## src/rtl/adc_serial_writer.sv

```systemverilog
// rtl/adc_serial_writer.sv - Serial register-write engine for the ADC 3-wire control port
//
// Purpose:
//   Receives level requests from the ADC power/sequencing FSM and writes the
//   matching 32-bit register frames MSB-first over sclk/sdata/select. When the
//   sequence is finished, done is raised and held until every request is low.
//
// Ports:
//   Clock        in   system clock
//   Reset        in   asynchronous, active-high reset
//   init         in   level request: write the 4-word init sequence
//   des_enable   in   level request: write {CFG_ADDR, DES_ON_CFG}
//   des_disable  in   level request: write {CFG_ADDR, INIT_CFG}
//   sclk         out  serial clock, idles low; ADC samples on the rising edge
//   sdata        out  serial data, MSB first
//   select       out  active-low frame select
//   done         out  high from sequence completion until all requests are low
//   busy         out  high in any state other than IDLE and DONE

module adc_serial_writer #(
   parameter int          CLK_DIV    = 4,
   parameter int          GAP_CYC    = 8,
   parameter logic [3:0]  CFG_ADDR   = 4'h1,
   parameter logic [15:0] INIT_CFG   = 16'hB2FF,
   parameter logic [15:0] DES_ON_CFG = INIT_CFG | 16'h0400,
   parameter logic [3:0]  INIT_A1    = 4'h2,
   parameter logic [15:0] INIT_D1    = 16'h007F,
   parameter logic [3:0]  INIT_A2    = 4'h3,
   parameter logic [15:0] INIT_D2    = 16'h807F,
   parameter logic [3:0]  INIT_A3    = 4'hA,
   parameter logic [15:0] INIT_D3    = 16'h007F
) (
   input  logic Clock,
   input  logic Reset,
   input  logic init,
   input  logic des_enable,
   input  logic des_disable,
   output logic sclk,
   output logic sdata,
   output logic select,
   output logic done,
   output logic busy
);

   localparam int DIV_W = (CLK_DIV > 1) ? $clog2(CLK_DIV) : 1;
   localparam int GAP_W = (GAP_CYC > 1) ? $clog2(GAP_CYC) : 1;
   localparam logic [DIV_W-1:0] DIV_LAST = DIV_W'(CLK_DIV - 1);
   localparam logic [GAP_W-1:0] GAP_LAST = GAP_W'(GAP_CYC - 1);

   typedef enum logic [2:0] {
      IDLE, LOAD, SETUP, SHIFT, HOLD, GAP, DONE
   } state_t;

   typedef enum logic [1:0] {
      CMD_INIT, CMD_DES_ON, CMD_DES_OFF
   } cmd_t;

   state_t           state;
   state_t           nextState;
   cmd_t             cmd;
   cmd_t             reqCmd;
   logic [1:0]       wordIdx;
   logic [1:0]       lastIdx;
   logic [5:0]       bitCnt;
   logic [DIV_W-1:0] divCnt;
   logic [GAP_W-1:0] gapCnt;
   logic             phaseHigh;
   logic [31:0]      shiftReg;
   logic             anyReq;
   logic             divLast;
   logic             gapLast;
   logic             lastBit;

   function automatic logic [31:0] frameFor(input cmd_t c, input logic [1:0] idx);
      logic [3:0]  a;
      logic [15:0] d;
      a = CFG_ADDR;
      d = INIT_CFG;
      case (c)
         CMD_DES_ON:  d = DES_ON_CFG;
         CMD_DES_OFF: d = INIT_CFG;
         default: begin
            case (idx)
               2'd1: begin a = INIT_A1; d = INIT_D1; end
               2'd2: begin a = INIT_A2; d = INIT_D2; end
               2'd3: begin a = INIT_A3; d = INIT_D3; end
               default: begin a = CFG_ADDR; d = INIT_CFG; end
            endcase
         end
      endcase
      return {12'h001, a, d};
   endfunction

   assign anyReq  = init | des_enable | des_disable;
   assign reqCmd  = init ? CMD_INIT : (des_disable ? CMD_DES_OFF : CMD_DES_ON);
   assign lastIdx = (cmd == CMD_INIT) ? 2'd3 : 2'd0;
   assign divLast = (divCnt == DIV_LAST);
   assign gapLast = (gapCnt == GAP_LAST);
   assign lastBit = (bitCnt == 6'd31);

   always_ff @(posedge Clock or posedge Reset) begin
      if (Reset) begin
         state <= IDLE;
      end else begin
         state <= nextState;
      end
   end

   always_comb begin
      nextState = state;
      sclk      = 1'b0;
      sdata     = 1'b0;
      select    = 1'b1;
      done      = 1'b0;
      busy      = 1'b1;
      case (state)
         IDLE: begin
            busy = 1'b0;
            if (anyReq) nextState = LOAD;
         end
         LOAD: nextState = SETUP;
         SETUP: begin
            select = 1'b0;
            sdata  = shiftReg[31];
            if (divLast) nextState = SHIFT;
         end
         SHIFT: begin
            select = 1'b0;
            sdata  = shiftReg[31];
            sclk   = phaseHigh;
            if (divLast && phaseHigh && lastBit) nextState = HOLD;
         end
         HOLD: begin
            select = 1'b0;
            sdata  = shiftReg[31];
            if (divLast) nextState = GAP;
         end
         GAP: begin
            if (gapLast) nextState = (wordIdx != lastIdx) ? SETUP : DONE;
         end
         DONE: begin
            busy = 1'b0;
            done = 1'b1;
            if (!anyReq) nextState = IDLE;
         end
         default: nextState = IDLE;
      endcase
   end

   // Datapath. The command is captured when IDLE accepts a request so later
   // request changes cannot alter a sequence already under way.
   always_ff @(posedge Clock or posedge Reset) begin
      if (Reset) begin
         cmd       <= CMD_INIT;
         wordIdx   <= 2'd0;
         bitCnt    <= 6'd0;
         divCnt    <= '0;
         gapCnt    <= '0;
         phaseHigh <= 1'b0;
         shiftReg  <= 32'd0;
      end else begin
         case (state)
            IDLE: begin
               if (anyReq) cmd <= reqCmd;
            end
            LOAD: begin
               wordIdx  <= 2'd0;
               shiftReg <= frameFor(cmd, 2'd0);
               divCnt   <= '0;
            end
            SETUP: begin
               if (divLast) begin
                  divCnt    <= '0;
                  bitCnt    <= 6'd0;
                  phaseHigh <= 1'b0;
               end else begin
                  divCnt <= divCnt + DIV_W'(1);
               end
            end
            SHIFT: begin
               if (divLast) begin
                  divCnt <= '0;
                  if (!phaseHigh) begin
                     phaseHigh <= 1'b1;
                  end else begin
                     phaseHigh <= 1'b0;
                     // Next bit is presented together with the falling sclk edge.
                     if (!lastBit) begin
                        bitCnt   <= bitCnt + 6'd1;
                        shiftReg <= {shiftReg[30:0], 1'b0};
                     end
                  end
               end else begin
                  divCnt <= divCnt + DIV_W'(1);
               end
            end
            HOLD: begin
               if (divLast) begin
                  divCnt <= '0;
                  gapCnt <= '0;
               end else begin
                  divCnt <= divCnt + DIV_W'(1);
               end
            end
            GAP: begin
               if (gapLast) begin
                  gapCnt <= '0;
                  if (wordIdx != lastIdx) begin
                     wordIdx  <= wordIdx + 2'd1;
                     shiftReg <= frameFor(cmd, wordIdx + 2'd1);
                  end
               end else begin
                  gapCnt <= gapCnt + GAP_W'(1);
               end
            end
            default: ;
         endcase
      end
   end

endmodule

```

## config.mk

```make
export PLATFORM = sky130hd
export DESIGN_NAME = adc_serial_writer
export DESIGN_NICKNAME = d
export VERILOG_FILES = /design/src/rtl/adc_serial_writer.sv
export SDC_FILE = /design/constraint.sdc
export NUM_CORES = 1
export LEC_CHECK = 0
export CAP_MARGIN = 20
export CELL_PAD_IN_SITES_DETAIL_PLACEMENT = 0
export CELL_PAD_IN_SITES_GLOBAL_PLACEMENT = 1
export CORE_MARGIN = 4
export CORE_UTILIZATION = 54
export CTS_BUF_LIST = sky130_fd_sc_hd__clkbuf_8 sky130_fd_sc_hd__clkbuf_16
export CTS_CLUSTER_SIZE = 30
export DETAILED_ROUTE_END_ITERATION = 8
export DONT_BUFFER_PORTS = 1
export HOLD_SLACK_MARGIN = 0.1
export PLACE_DENSITY = 0.95
export RECOVER_POWER = 50
export SLEW_MARGIN = 20
export SYNTH_ARGS = -nofsm -noshare
export SYNTH_HDL_FRONTEND = slang
export SYNTH_SLANG_ARGS = --single-unit
```

## constraint.sdc

```tcl
create_clock -name Clock -period 3 [get_ports Clock]
set_input_delay 0.3 -clock Clock [delete_from_list [all_inputs] [get_ports Clock]]
set_output_delay 0.3 -clock Clock [all_outputs]
set_load 0.05 [all_outputs]
```

==> impl_metrics.toml, run 1 <==
[yosys]
yosysWarnings = 0
netlist_area_um2 = 2690
ys_seq_elements = 51
synth-async-reset-ratio = 1.00
yosysSeqAreaShare = 0.475
synth_ff_type = "dfrtp_1"
syn-num-nets = 286
ys_types = 46
synth-edff-count = 0
synth.avg_cell_area_um2 = 9.92
netlist_instances = 271

[critical_path]
cpMostUsedCell = "buf_4"
cp_max_fo = 16
crit_slowest_cell = "dfrtp_1"
path_class = "reg -> out"
max_stage_delay_ns = 0.57
worstPathCellList = "nor2b_1, clkbuf_1, a21oi_1, buf_4, nor2_1, buf_4"
endpoint_kind = "output pin"
critPathTopFamily = "buffers and inverters"
path_buf_inv = 3
crit_required_ns = 2.70
crit_path_start_kind = "flop"
path_depth = 6
critPathArrivalTime_ns = 2.21
worst-r2r-cell-count = 5

[cells_and_area]
final_core_util = 0.601
finish.net_count = 293
fin_area_um2 = 2880
drive_above_1_share = 0.0753
num_antenna_cells = 0
nFillCells = 424
multi_input_area_um2 = 1190
seq_area_um2 = 1280
area_growth_pct = 7.03

[place]
placed_area_um2 = 2780
dp_hpwl_um = 3410
preCtsSetupSlack_ns = 0.529
gp_congestion = 0.866
portBuffers = 0

[floorplanning]
core_area_um2 = 4790
io_pins = 10
die_y_um = 78.6
fp.dieW_um = 78.6
initial_core_util = 0.562
dieArea_um2 = 6170
num_rows = 25

[sta]
worst_slew_pin_slew_ns = 1.39
fmax_ghz = 0.398
hold_viol_final = 0
layout_min_cycle_time_ns = 2.51
post-route-period-util = 0.838
worst_slack_ns = 0.487
finalSetupTns_ns = 0
max_slew_margin = 0.0738
rsz0062_at_grt = "false"
fin_worst_skew_ns = 0.00529
holdWs_ns = 0.135
setup_viol = 0
drv_slew = 0

[global_route]
grt_max_degree = 40
grt.overflow.total = 0
grt.total_usage = 0.179
grt_pass1_vias = 1897
grt_pass1_wl_um = 8840
antenna_found_initial = 0

[clock_tree]
clock_latency_ns = 0.31
clkSinkCount = 51
cts_root_buf = "clkbuf_8"
cts_made_buffers = 5
cts_htree_levels = 2
cts_tree = "yes"
clock_path_buffers = 2
cts.reportedPaths.clkPinSlew_ns = 0.09

[run]
maxCapViolations = 0

[detailed_routing]
ant_nets = 0
wirelength_um = 4870
viasPerCell = 5.40
drtIter0Drc = 100
drc = 0
dr.pass1.iters = 4
detailroute.via_count = 1869
wire_per_inst_um = 14.1

[min_path]
whs_path_depth = 2
hold_path_class = "in -> reg"

[pwr]
power_density_nw_per_um2 = 809
ir_worst_vdd_v = 0.000526
p_leak_nw = 1.48

[status]
outcome = "finished, final reports clean"
==> cell families after synthesis <==
logic type	Yosys count	share of synthesized area
AO/OA/AOI/OAI	52	0.141
multiplexers	36	0.136
AND/OR/NAND/NOR	69	0.118
buffers and inverters	53	0.0838
flip-flops	51	0.475
adder cells (fa/ha/maj)	10	0.0465
==> Yosys cell counts (3+ instances only) <==
master,number,area share
nand3_1,3,0.0056
a21oi_1,3,0.0056
mux2i_1,32,0.12
buf_6,3,0.013
nor3_1,3,0.0056
inv_1,41,0.057
o21a_1,3,0.0084
buf_2,3,0.0056
ha_1,10,0.047
clkbuf_1,5,0.0070
nor2_1,19,0.027
dfrtp_1,51,0.47
o22ai_1,6,0.014
nand2_1,27,0.038
o21ai_0,16,0.030
mux2_1,3,0.013
a22o_1,3,0.0098
==> metal layers <==
layer,vias up,part of all wire,GRT usage
li1,935,-,-
met1,902,0.46,0.235
met2,24,0.49,0.290
met3,8,0.036,0.0470
met4,0,0.016,0.0559
met5,-,0,0
==> state kept, by name (all words and copies together), names as in the netlist <==
register   flops
gapCnt         3
divCnt         2
shiftReg      32
state          3
wordIdx        2
phaseHigh      1
bitCnt         6
cmd            2
==> layout make-up <==
class	instances	share of cell area
sequential	51	0.443
clock inverter	3	0.00696
multi-input combinational	167	0.413
tap	67	0.0291
clock buffer	5	0.0239
inverter	41	0.0535
timing repair buffer	12	0.0304
==> layout by cell type (no fill, tap or decap), types with 3 or more instances in the layout <==
| cell type | instances |
|---|---|
| o22ai_1 | 6 |
| buf_4 | 8 |
| nor2_1 | 19 |
| dfrtp_1 | 51 |
| nor3_1 | 3 |
| ha_1 | 10 |
| o21ai_0 | 16 |
| a22o_1 | 3 |
| nand3_1 | 3 |
| mux2i_1 | 32 |
| a21oi_1 | 3 |
| mux2_1 | 3 |
| inv_1 | 41 |
| o21a_1 | 3 |
| nand2_1 | 27 |
| clkbuf_8 | 5 |
==> final timing paths <==
| path | start | slack, ns | end |
|---|---|---|---|
| max | state[2] | 0.49 | sdata |
| min | init | 0.13 | cmd[0] |
| max reg2reg | state[1] | 0.50 | shiftReg[11] |
| min reg2reg | shiftReg[0] | 0.50 | shiftReg[0] |
| max in group asynchronous | Reset | 0.94 | bitCnt[4] |
| min in group asynchronous | Reset | 0.83 | bitCnt[3] |
==> what timing repair did <==
| action | 4_1_cts | 5_1_grt |
|---|---|---|
| setup buffers | 0 | 0 |
| hold buffers | 2 | 0 |
| resized for setup | 0 | 0 |
| setup endpoints to repair | 0 | 0 |
| endpoints found under the hold margin | 39 | 0 |
==> power breakdown <==
group | switching, mW | internal (mW)
Combinational | 0.469 | 0.390
Sequential | 0.149 | 0.923
Clock | 0.235 | 0.163
==> worst reg2reg max path, delay by kind of cell (launching register included) <==
family	cells	cell delay, ns
buffers and inverters	2	0.46
muxes	1	0.23
DFF	1	0.53
AOI/OAI and AO/OA	2	1.19
==> through the flow <==
step | instances | power (mW)
after floorplan | 271 | 1.79
after CTS | 346 | 2.35
after global placement | 336 | 1.90
final | 346 | 2.33
after detailed placement | 336 | 1.95
after global routing | 346 | 2.52
(Power assumes the default switching activity.)
==> inputs of run 2 (changes only) <==
--- a/config.mk
+++ b/config.mk
@@ -9,13 +9,13 @@
 export CELL_PAD_IN_SITES_DETAIL_PLACEMENT = 0
 export CELL_PAD_IN_SITES_GLOBAL_PLACEMENT = 1
 export CORE_MARGIN = 4
-export CORE_UTILIZATION = 54
+export CORE_UTILIZATION = 45
 export CTS_BUF_LIST = sky130_fd_sc_hd__clkbuf_8 sky130_fd_sc_hd__clkbuf_16
 export CTS_CLUSTER_SIZE = 30
 export DETAILED_ROUTE_END_ITERATION = 8
 export DONT_BUFFER_PORTS = 1
 export HOLD_SLACK_MARGIN = 0.1
-export PLACE_DENSITY = 0.95
+export PLACE_DENSITY = 0.87
 export RECOVER_POWER = 50
 export SLEW_MARGIN = 20
 export SYNTH_ARGS = -nofsm -noshare
==> constraint.sdc (replaced) <==
create_clock -name Clock -period 2.2 [get_ports Clock]
set_input_delay 0.22 -clock Clock [delete_from_list [all_inputs] [get_ports Clock]]
set_output_delay 0.22 -clock Clock [all_outputs]
set_load 0.05 [all_outputs]
==> run 2 against run 1 <==
Compared with the run above:
- sequential cell count stayed put
- first-iteration DRC count is 31% lower
- sequential share of layout area is 2.8 points lower
- register-to-register slack worse by 0.38 ns
- worst setup slack worse by 0.37 ns
- non-clock buffer count is 22 higher
- core utilization is 5.6 points lower
- final cell count is 7.8% higher
- critical endpoint is now cmd[1]
- largest cell class unchanged
- highest routed layer unchanged
==> impl_metrics.toml, run 2 (synthesis results as in run 1) <==
[critical_path]
cp_max_fo = 9
crit_slowest_cell = "dlygate4sd3_1"
critPathArrivalTime_ns = 2.32
endpoint_kind = "flop"
crit_path_start_kind = "flop"
r2r_slack_ns = 0.12
worstPathCellList = "buf_4, or2_2, nor2_1, buf_4, a2bb2oi_1, o22ai_1, dlygate4sd3_1"
crit_required_ns = 2.44
max_stage_delay_ns = 0.57
cpMostUsedCell = "buf_4"
path_class = "reg -> reg"

[cells_and_area]
top_regs = "shiftReg: 32 flops, bitCnt: 6 flops"
nFillCells = 509
drive_above_1_share = 0.150
area_growth_pct = 14.5
final_core_util = 0.546
top_register = "shiftReg"
finish.net_count = 315
num_antenna_cells = 0
largest_register_ff_count = 32
layout_common_cells = "dfrtp_1, inv_1, mux2i_1, nand2_1, buf_4"
final_common_cell = "dfrtp_1"

[clock_tree]
clock_path_buffers = 2
cts_made_buffers = 5
cts_root_buf = "clkbuf_8"
cts.reportedPaths.clkPinSlew_ns = 0.09
clkSinkCount = 51
cts_htree_levels = 2
cts_tree = "yes"
clock_latency_ns = 0.30

[detailed_routing]
drc = 0
ant_nets = 0
drtIter0Drc = 69
detailroute.via_count = 2004
dr.pass1.iters = 4
wirelength_um = 5260
viasPerCell = 5.37
wire_per_inst_um = 14.1

[sta]
setup_viol = 0
rsz0062_at_grt = "false"
drv_slew = 0
worst_slew_pin_slew_ns = 0.839
max_slew_margin = 0.440
finalSetupTns_ns = 0
fmax_ghz = 0.481
worst_slack_ns = 0.119
post-route-period-util = 0.946
hold_viol_final = 0
layout_min_cycle_time_ns = 2.08
fin_worst_skew_ns = 0.00735

[global_route]
grt.overflow.total = 0
grt_pass1_vias = 1995
grt_pass1_wl_um = 9450
grt_max_degree = 21
antenna_found_initial = 0
grt.total_usage = 0.160

[floorplanning]
io_pins = 10
die_y_um = 85.3
fp.dieW_um = 85.3
core_area_um2 = 5640
initial_core_util = 0.477
num_rows = 27
dieArea_um2 = 7280

[run]
maxCapViolations = 0

[place]
portBuffers = 0
dp_hpwl_um = 3650
preCtsSetupSlack_ns = 0.0851
gp_congestion = 0.840

[pwr]
p_leak_nw = 1.59
ir_worst_vdd_v = 0.000674
power_density_nw_per_um2 = 1090

[status]
outcome = "finished, final reports clean"

[min_path]
hold_path_class = "in -> reg"
[run 2: changes by cell type in the layout (fill, tap and decap cells not counted), sizes merged]
cell / previous run / this run
buf: 8 / 27
clkbuf: 7 / 8
clkinvlp: 2 / 1
dlygate4sd3: 2 / 5
[run 2: timing repair]
| item | 4_1_cts | 5_1_grt |
|---|---|---|
| endpoints found under the setup margin | 0 | 28 |
| resized for setup | 0 | 3 |
| endpoints found under the hold margin | 17 | 0 |
| hold buffers | 5 | 0 |
| setup buffers | 0 | 6 |
[run 2: final timing paths]
check                       startpoint            to  cells after the start
min in group asynchronous        Reset  shiftReg[17]                      2
max in group asynchronous        Reset        cmd[0]                      3
hold reg to reg            shiftReg[0]   shiftReg[0]                      1
setup reg to reg              state[1]        cmd[1]                      7
hold / removal              des_enable      state[1]                      4
setup / recovery              state[1]        cmd[1]                      7
[run 2: power by group]
group / switching [mW] / leakage (nW) / internal, mW
clock: 0.323 / 0.0474 / 0.257
sequential: 0.198 / 0.611 / 1.26
combinational: 0.668 / 0.934 / 0.640
[run 2: critical path: cells and delay by family, from the launching register on]
family | cells | cell delay (ns)
AOI/OAI and AO/OA | 2 | 0.22
buffers and inverters | 3 | 0.89
and+or+nand+nor | 2 | 0.45
DFF | 1 | 0.46
[run 2: cell type report]
type	count	area [um^2]	share of cell area
Timing Repair Buffer	34	262	0.0849
Tap cell	72	90.1	0.0293
Clock buffer	6	82.6	0.0268
Sequential cell	51	1280	0.415
Multi-Input combinational cell	167	1200	0.388
Inverter	41	154	0.0500
Clock inverter	2	16.3	0.00528
[run 2: stage by stage]
step / total power, mW / std cells / hold slack (ns) / instance area [um^2]
after floorplan: 2.44 / 271 / 0.309 / 2690
after global placement: 2.63 / 354 / 0.0938 / 2880
after detailed placement: 2.70 / 354 / 0.0941 / 2880
after CTS: 3.30 / 367 / 0.329 / 3030
after global routing: 3.62 / 373 / 0.421 / 3080
final: 3.34 / 373 / 0.374 / 3080
[run 2: routing by layer]
metal	GRT usage	wire length (um)	vias up	part of all wire
li1	-	-	981	-
met1	0.220	2510	989	0.48
met2	0.259	2550	30	0.49
met3	0.0291	164	4	0.031
met4	0.0417	35	0	0.0067
met5	0	0	-	0
==> inputs of run 3 (changes only) <==
--- a/config.mk
+++ b/config.mk
@@ -16,7 +16,6 @@
 export DONT_BUFFER_PORTS = 1
 export HOLD_SLACK_MARGIN = 0.1
 export PLACE_DENSITY = 0.87
-export RECOVER_POWER = 50
 export SLEW_MARGIN = 20
 export SYNTH_ARGS = -nofsm -noshare
 export SYNTH_HDL_FRONTEND = slang
==> run 3 against run 2 <==
Compared with the run above:
- core utilization grew 0.11 points
- final cell count stayed put
- highest routed layer unchanged
- clock power barely moved
- combinational power about the same
- critical endpoint unchanged
- wire length about the same
- maximum frequency barely moved
==> impl_metrics.toml, run 3 (synthesis results as in run 1) <==
[critical_path]
endpoint_kind = "flop"
worstPathCellList = "buf_4, or2_2, nor2_1, buf_4, a2bb2oi_1, o22ai_1, dlygate4sd3_1"
max_stage_delay_ns = 0.57
critPathArrivalTime_ns = 2.33
crit_path_start_kind = "flop"
cpMostUsedCell = "buf_4"
crit_required_ns = 2.44
cp_max_fo = 9
path_class = "reg -> reg"
worst-r2r-cell-count = 7
crit_slowest_cell = "dlygate4sd3_1"

[global_route]
antenna_found_initial = 0
grt_max_degree = 21
grt.total_usage = 0.160
grt_pass1_wl_um = 9450
grt.overflow.total = 0
grt_pass1_vias = 1995

[floorplanning]
die_y_um = 85.3
core_area_um2 = 5640
num_rows = 27
initial_core_util = 0.477
fp.dieW_um = 85.3
io_pins = 10
dieArea_um2 = 7280

[sta]
rsz0062_at_grt = "false"
layout_min_cycle_time_ns = 2.08
drv_slew = 0
fmax_ghz = 0.480
finalSetupTns_ns = 0
worst_slew_pin_slew_ns = 0.502
setup_viol = 0
hold_viol_final = 0
post-route-period-util = 0.947
fin_worst_skew_ns = 0.00686
max_slew_margin = 0.665

[clock_tree]
cts_root_buf = "clkbuf_8"
clock_latency_ns = 0.30
cts_tree = "yes"
cts_made_buffers = 5
clkSinkCount = 51
cts_htree_levels = 2
clock_path_buffers = 2
cts.reportedPaths.clkPinSlew_ns = 0.10

[cells_and_area]
finish.net_count = 315
largest_register_ff_count = 32
area_growth_pct = 14.8
final_common_cell = "dfrtp_1"
top_register = "shiftReg"
top_regs = "shiftReg: 32 flops, bitCnt: 6 flops"
finalNonFillerCells = 373
fin_area_um2 = 3090
layout_common_cells = "dfrtp_1, inv_1, mux2i_1, buf_4, nand2_1"
drive_above_1_share = 0.156
num_antenna_cells = 0

[pwr]
p_leak_nw = 1.60
p_clk_frac = 0.174
power_density_nw_per_um2 = 1080
netSwitchingFraction = 0.356
pwr-share-seq = 0.435
p_sw_mw = 1.19
p_int_mw = 2.16
combPwrFrac = 0.391
ir_worst_vdd_v = 0.000675

[place]
dpl.cell_count = 354
portBuffers = 0
placed_area_um2 = 2880
dp_hpwl_um = 3650
gp_congestion = 0.840

[detailed_routing]
drc = 0
dr.pass1.iters = 4
detailroute.via_count = 1994
ant_nets = 0
wire_per_inst_um = 14.1
wirelength_um = 5270
drtIter0Drc = 76
viasPerCell = 5.35

[run]
maxCapViolations = 0

[status]
outcome = "finished, final reports clean"

[min_path]
hold_path_class = "in -> async"
-- run 3: changes by cell type in the layout (fill, tap and decap cells not counted) --
cell,change
inv_1,-1
clkbuf_1,-1
buf_4,+2
clkbuf_2,-1
inv_2,+1
-- run 3: critical path, delay by kind of cell (launching register included) --
family / cells / cell delay (ns)
and+or+nand+nor: 2 / 0.45
AOI/OAI and AO/OA: 2 / 0.22
buffers and inverters: 3 / 0.89
DFF: 1 / 0.46
-- run 3: layout make-up --
type,instances,area (um^2)
Multi-Input combinational cell,167,1200
Clock buffer,6,82.6
Inverter,41,154
Fill cell,509,2560
Sequential cell,51,1280
Clock inverter,2,16.3
Tap cell,72,90.1
Timing Repair Buffer,34,268
-- run 3: final timing paths --
kind                              from            to  slack, ns
setup / recovery              state[1]        cmd[1]       0.12
hold / removal                   Reset  shiftReg[17]       0.33
setup reg to reg              state[1]        cmd[1]       0.12
hold reg to reg            shiftReg[0]   shiftReg[0]       0.50
max in group asynchronous        Reset      state[1]       1.26
min in group Clock          des_enable      state[1]       0.37
-- run 3: timing repair --
action	CTS	global route
endpoints found under the setup margin	0	28
hold buffers	5	0
resized for setup	0	3
endpoints found under the hold margin	17	0
buffers inserted	0	6
-- run 3: power groups by stage --
| stage | Clock (mW) | Sequential, mW | Combinational, mW |
|---|---|---|---|
| floorplan | 0 | 1.42 | 1.02 |
| global placement | 0 | 1.46 | 1.17 |
| detailed placement | 0 | 1.47 | 1.23 |
| CTS | 0.598 | 1.46 | 1.25 |
| global route | 0.630 | 1.50 | 1.49 |
| finish | 0.581 | 1.46 | 1.31 |
-- run 3: stage by stage --
| step | worst slack, ns | hold slack, ns | util | power, mW |
|---|---|---|---|---|
| 4_1_cts | 0.0693 | 0.329 | 0.538 | 3.30 |
| 3_5_place_dp | 0.0851 | 0.0941 | 0.511 | 2.70 |
| 2_1_floorplan | 0.109 | 0.309 | - | 2.44 |
| 6_report | 0.117 | 0.331 | 0.547 | 3.35 |
| 5_1_grt | 0.0113 | 0.357 | 0.547 | 3.63 |
| 3_3_place_gp | 0.157 | 0.0938 | 0.511 | 2.63 |
-- run 3: routing by layer --
layer,track usage,routed length [um]
met5,0,0
met4,0.0417,35
met3,0.0291,188
met2,0.259,2550
met1,0.220,2490
